### config.mk
export PLATFORM = sky130hd
export DESIGN_NAME = pipeline_hazard_unit
export DESIGN_NICKNAME = d
export VERILOG_FILES = /design/src/rtl/pipeline_hazard_unit.sv
export SDC_FILE = /design/constraint.sdc
export NUM_CORES = 1
export LEC_CHECK = 0
export ABC_AREA = 1
export CAP_MARGIN = 20
export CORE_MARGIN = 2
export CORE_UTILIZATION = 40
export CTS_BUF_LIST = sky130_fd_sc_hd__clkbuf_8
export CTS_CLUSTER_SIZE = 14
export DETAILED_ROUTE_END_ITERATION = 16
export PLACE_DENSITY_LB_ADDON = 0.25
export SETUP_SLACK_MARGIN = 0.05
export SLEW_MARGIN = 40
export SYNTH_ARGS = -nofsm -noshare
export SYNTH_HDL_FRONTEND = slang
export SYNTH_SLANG_ARGS = --single-unit
### constraint.sdc
create_clock -name clk -period 2.97 [get_ports clk]
set_input_delay 0.7425 -clock clk [delete_from_list [all_inputs] [get_ports clk]]
set_output_delay 0.7425 -clock clk [all_outputs]
set_load 0.01 [all_outputs]
### src/rtl/pipeline_hazard_unit.sv
// Hazard and forwarding controller for the pipelined core: tracks in-flight
// destinations, raises load-use stalls, sequences redirect flushes and counts stalls.
module pipeline_hazard_unit #(
    parameter int STAGES      = 3,
    parameter int REG_ADDR_W  = 5,
    parameter int LOAD_STAGE  = 1,
    parameter int FLUSH_DEPTH = 2,
    parameter int CNT_W       = 16,
    parameter int FW_W        = $clog2(STAGES)
) (
    input  logic                  clk,
    input  logic                  reset,
    input  logic                  id_valid_i,
    input  logic [REG_ADDR_W-1:0] id_rs1_i,
    input  logic [REG_ADDR_W-1:0] id_rs2_i,
    input  logic                  id_rs1_used_i,
    input  logic                  id_rs2_used_i,
    input  logic [REG_ADDR_W-1:0] id_rd_i,
    input  logic                  id_reg_write_i,
    input  logic                  id_mem_read_i,
    input  logic                  redirect_i,
    output logic                  stall_o,
    output logic                  bubble_o,
    output logic                  flush_o,
    output logic [FW_W-1:0]       fwd_a_o,
    output logic [FW_W-1:0]       fwd_b_o,
    output logic [CNT_W-1:0]      stall_cnt_o
);

    localparam int FC_W = $clog2(FLUSH_DEPTH) + 1;
    localparam logic [FC_W-1:0]       FC_ZERO      = {FC_W{1'b0}};
    localparam logic [FC_W-1:0]       FC_ONE       = FC_W'(1);
    localparam logic [FC_W-1:0]       FLUSH_RELOAD = FC_W'(FLUSH_DEPTH - 2);
    localparam logic [FW_W-1:0]       FW_ZERO      = {FW_W{1'b0}};
    localparam logic [FW_W-1:0]       FW_ONE       = FW_W'(1);
    localparam logic [FW_W-1:0]       LAST_IDX     = FW_W'(STAGES - 1);
    localparam logic [FW_W-1:0]       LOAD_IDX     = FW_W'(LOAD_STAGE);
    localparam logic [REG_ADDR_W-1:0] ZERO_REG     = {REG_ADDR_W{1'b0}};
    localparam logic [CNT_W-1:0]      CNT_ZERO     = {CNT_W{1'b0}};
    localparam logic [CNT_W-1:0]      CNT_ONE      = CNT_W'(1);
    localparam logic [CNT_W-1:0]      CNT_MAX      = {CNT_W{1'b1}};

    typedef struct packed {
        logic            hit;
        logic [FW_W-1:0] idx;
        logic            is_load;
    } match_t;

    // Scoreboard: index 0 is EX, index STAGES-1 is WB.
    logic [STAGES-1:0]                 valid_q, valid_d;
    logic [STAGES-1:0]                 load_q,  load_d;
    logic [STAGES-1:0][REG_ADDR_W-1:0] rd_q,    rd_d;
    logic [FC_W-1:0]                   flush_cnt_q, flush_cnt_d;
    logic [FW_W-1:0]                   fwd_a_q, fwd_a_d;
    logic [FW_W-1:0]                   fwd_b_q, fwd_b_d;
    logic [CNT_W-1:0]                  stall_cnt_q, stall_cnt_d;

    match_t match_a_s, match_b_s;
    logic   hazard_s, flush_active_s, stall_s, bubble_s, flush_s, enter_s;

    // Walk from the oldest entry to the youngest so the youngest match overwrites.
    function automatic match_t find_match(
        input logic [REG_ADDR_W-1:0]             rs,
        input logic                              used,
        input logic [STAGES-1:0]                 vld,
        input logic [STAGES-1:0][REG_ADDR_W-1:0] rds,
        input logic [STAGES-1:0]                 lds
    );
        match_t res;
        logic   hit_k;
        res.hit     = 1'b0;
        res.idx     = FW_ZERO;
        res.is_load = 1'b0;
        for (int k = STAGES - 1; k >= 0; k--) begin
            hit_k       = used && (rs != ZERO_REG) && vld[k] && (rds[k] == rs);
            res.hit     = hit_k ? 1'b1       : res.hit;
            res.idx     = hit_k ? FW_W'(k)   : res.idx;
            res.is_load = hit_k ? lds[k]     : res.is_load;
        end
        return res;
    endfunction

    // A WB-stage match reaches ID through the register-file write-through path.
    function automatic logic [FW_W-1:0] fwd_sel(input match_t m);
        return (m.hit && (m.idx != LAST_IDX)) ? (m.idx + FW_ONE) : FW_ZERO;
    endfunction

    // Hazard detection and the combinational pipeline controls.
    always_comb begin
        match_a_s      = find_match(id_rs1_i, id_rs1_used_i, valid_q, rd_q, load_q);
        match_b_s      = find_match(id_rs2_i, id_rs2_used_i, valid_q, rd_q, load_q);
        hazard_s       = (match_a_s.hit && match_a_s.is_load && (match_a_s.idx < LOAD_IDX)) ||
                         (match_b_s.hit && match_b_s.is_load && (match_b_s.idx < LOAD_IDX));
        flush_active_s = (flush_cnt_q != FC_ZERO);
        stall_s        = reset && hazard_s && !redirect_i;
        bubble_s       = stall_s || (reset && redirect_i);
        flush_s        = reset && (redirect_i || flush_active_s);
        enter_s        = id_valid_i && !stall_s && !bubble_s && !flush_active_s;
    end

    // Next-state for scoreboard, forwarding selects and counters.
    always_comb begin
        valid_d = {valid_q[STAGES-2:0], enter_s && id_reg_write_i && (id_rd_i != ZERO_REG)};
        load_d  = {load_q[STAGES-2:0], enter_s && id_mem_read_i};
        rd_d    = {rd_q[STAGES-2:0], enter_s ? id_rd_i : ZERO_REG};
        fwd_a_d = bubble_s ? FW_ZERO : fwd_sel(match_a_s);
        fwd_b_d = bubble_s ? FW_ZERO : fwd_sel(match_b_s);
        if (redirect_i) begin
            flush_cnt_d = FLUSH_RELOAD;
        end else if (flush_active_s) begin
            flush_cnt_d = flush_cnt_q - FC_ONE;
        end else begin
            flush_cnt_d = FC_ZERO;
        end
        if (stall_s && (stall_cnt_q != CNT_MAX)) begin
            stall_cnt_d = stall_cnt_q + CNT_ONE;
        end else begin
            stall_cnt_d = stall_cnt_q;
        end
    end

    // State registers.
    always_ff @(posedge clk or negedge reset) begin
        if (!reset) begin
            valid_q     <= {STAGES{1'b0}};
            load_q      <= {STAGES{1'b0}};
            rd_q        <= {(STAGES*REG_ADDR_W){1'b0}};
            flush_cnt_q <= FC_ZERO;
            fwd_a_q     <= FW_ZERO;
            fwd_b_q     <= FW_ZERO;
            stall_cnt_q <= CNT_ZERO;
        end else begin
            valid_q     <= valid_d;
            load_q      <= load_d;
            rd_q        <= rd_d;
            flush_cnt_q <= flush_cnt_d;
            fwd_a_q     <= fwd_a_d;
            fwd_b_q     <= fwd_b_d;
            stall_cnt_q <= stall_cnt_d;
        end
    end

    assign stall_o     = stall_s;
    assign bubble_o    = bubble_s;
    assign flush_o     = flush_s;
    assign fwd_a_o     = fwd_a_q;
    assign fwd_b_o     = fwd_b_q;
    assign stall_cnt_o = stall_cnt_q;

endmodule

==> metrics.md <==
| Metric | Value |
|---|---|
| Outcome | finished with violations |
| Failing checks | setup timing |
| Vias | 2,747 |
| CTS Root Buffer Type | clkbuf_8 |
| Ys flop type | dfrtp_1 |
| Setup crit end kind | primary output |
| Total gr overflow | 0 |
| Final Max Slew Viols | 0 |
| CTS Buf Count | 5 |
| Async set-or-reset flop fraction in the synthesized netlist | 1.00 |
| Worst Tran Pin Value | 458 ps |
| Pin count of the biggest net entering global routing | 36 |
| Post-Route WL | 7.62 mm |
| Final Non-Filler Cells | 558 |
| Worst reg2reg startpoint | rd_d[13] |
| Max Fclk | ~330 MHz |
| Antenna violations before repair | 0 |
| Routed length per instance | 13.7 um |
| Max-Cap Viols | 0 |
| Min-Delay Path Class | in2async |
| Hold Vio Cnt, Final | 0 |
| Post-Syn Area per Cell | 6.99 um2 |
| Final Setup Violations | 2 |
| Register area | 1080 um2 |
| Critical path class | in2out |
| Starting DRT DRC Count | 125 |
| Placeable Area | around 6300 um2 |
| Multi-input gate area | 1630 um2 |
| DRC Markers | 0 |
| Peak VDD IR | approximately 0.00019 V |
| Die W | between 80 and 90 um |
| Crit path setup slack, layout | -41.4 ps |
| Crit start category | primary input |
| Clock slew at reported path FFs | 80 ps |
| RSZ-0062 raised after global routing | yes |
| Average vias per placed instance | 4.92 |
| Pre-antenna DRT Iters | 4 |
| GRT Resource Usage Total | 0.211 |
| Worst reg2reg path endpoint | fwd_a_o[0] |
| Clock Tree Buf Depth | 2 |
| Setup TNS | -61.6 ps |
| Netlist cell types | 24 |
| Post-synthesis sequential area ratio | 0.411 |
| Clk Latency, worst-skew pair | about 300 ps |
| YS warnings | 0 |
| P per Cell Area | 321 nW/um2 |
| Global-route wire length before repair | 12.2 mm |
| Num rows | 29 |
| Initial core utilization | 0.412 |
| Gpl congestion | approximately 0.98 |
| CTS tree | done |
| Final period util | 1.01 |
| Leak | just over 0.002 uW |
| Arr. time, crit path | 2270 ps |
| Layout area overhead | 57.5% |
| Flop2flop setup slack | 130 ps |
| Port Buffers | 45 |
| Fraction of layout cells with a size suffix above 1 | 0.356 |
| ANT cells | 0 |
| Cell count after placement | 520 |
| Ports | 46 |
| Vias in the first global route | 2,703 |
| Post-synth EDFFs | 0 |
| Relative slew margins | 0.695 |
| Clock Sinks | between 40 and 50 |
| Syn nets | 402 |
| Post-route ant nets | 0 |
| CP Data Required Time | between 2000 and 2500 ps |
| Final Cell Area | 4120 um2 |
| Syn Inst Count | 374 |
| Critical Path Fanout Max | 6 |
| Post-route minimum period | 3010 ps |
| Clock skew | 15.1 ps |
| Area after DPL | ~3300 um2 |
| Post-Syn Area | roughly 2600 um2 |
| Post-DP HPWL | 5.14 mm |
| Die ar. | 7200 um2 |
| Yosys reg bits | 43 |
| R2r worst-path depth | 21 |
| Fill count | 524 |
| Pre-CTS WS | -1040 ps |
| CTS H-tree lvls | 2 |
| # nets final | 508 |
| Layout Utilization | 0.648 |
| Hold-fix buffers, CTS | 0 |
| Die Ht | between 80 and 90 um |
==> worst max-delay path by stage <==
| stage | depth (start not counted) | end | from | slack, ps |
|---|---|---|---|---|
| global placement | 16 | bubble_o | id_rs2_i[3] | -990 |
| global route | 17 | bubble_o | id_rs1_i[1] | -150 |
| floorplan | 15 | bubble_o | id_rs2_i[2] | 180 |
| detailed placement | 16 | bubble_o | id_rs2_i[3] | -1040 |
| CTS | 15 | bubble_o | id_rs1_i[2] | -60 |
| finish | 16 | bubble_o | id_rs2_i[3] | -40 |
==> layout by cell type (no fill, tap or decap), types with 11 or more instances in the layout <==
cell type	netlist	routed
nand3_1	26	17
clkdlybuf4s50_1	0	29
inv_1	58	49
inv_2	9	11
nor2_4	0	12
dfrtp_1	43	42
buf_6	1	11
nand2_1	123	104
xor2_1	13	13
buf_4	0	50
nor2_1	44	28
nand2_2	5	19
==> routing by layer <==
metal / up-vias / track usage / share of wire / wire, um
met2: 75 / 0.368 / 0.52 / 3940
met3: 19 / 0.0409 / 0.047 / 357
met5: - / 0 / 0 / 0
met4: 0 / 0.0649 / 0.024 / 185
li1: 1353 / - / - / -
met1: 1300 / 0.266 / 0.41 / 3140
==> final cells by class <==
type                            instances  share of cell area
Tap cell                               77              0.0234
Inverter                               67              0.0678
Multi-Input combinational cell        263               0.397
Sequential cell                        43               0.262
Clock inverter                          2             0.00851
Clock buffer                            6              0.0201
Timing Repair Buffer                  100               0.222
==> synthesized netlist by cell type, types with 3 or more instances <==
library cell  count  area share
nand2_1         123        0.18
nand2_2           5       0.012
nor3_1            3      0.0057
nor2_2            6       0.014
nand3_1          26       0.050
inv_2             9       0.013
nand4_1           6       0.014
xor2_1           13       0.044
a21oi_1           7       0.013
inv_1            58       0.083
xnor2_1           3       0.010
ha_1              5       0.024
dfrtp_1          43        0.41
o21ai_0           8       0.015
nor2_1           44       0.063
nand3_2           5       0.019
==> state kept, by name, summed over array words and instances (netlist names) <==
register     count
flush_cnt_q      2
fwd_a_o          2
fwd_b_o          2
load_q           3
rd_d            10
rd_q             5
stall_cnt_o     16
valid_q          3
==> report_power, final <==
part | total, uW | switching, uW | internal [uW]
clock | 485 | 213 | 272
combinational | 222 | 126 | 96.1
sequential | 614 | 14.3 | 600
total | 1320 | 353 | 969
==> per-stage QoR <==
stage	hold slack (ps)	power [uW]
floorplan	354	691
global placement	359	778
detailed placement	360	780
CTS	253	1280
global route	248	1380
finish	262	1320
==> worst max-delay path, stage by stage <==
cell	delay [ps]
buf_12	100
inv_2	40
a21oi_2	130
nand2_2	90
nor2_4	120
nand3_4	120
a31oi_4	180
inv_2	70
ha_4	160
nand2_2	60
nor2_2	50
nand2_2	90
nand3_2	70
nand2_2	70
inv_1	30
buf_2	130
==> what timing repair did <==
item | in CTS | in global routing
pin swaps | 29 | 45
gates resized for setup | 114 | 81
setup buffers | 29 | 4
setup endpoints to repair | 21 | 14
==> cells by family (layout without fill, tap and decap cells) <==
| group | count (synthesis) | after routing | share of synthesized area |
|---|---|---|---|
| compound gates | 18 | 18 | 0.0354 |
| xor+xnor | 16 | 16 | 0.0536 |
| fa+ha+maj | 5 | 5 | 0.0239 |
| buf+inv | 68 | 175 | 0.100 |
| flops | 43 | 43 | 0.411 |
| simple gates | 224 | 224 | 0.375 |
No activity file was read; power rests on OpenSTA's default activity.
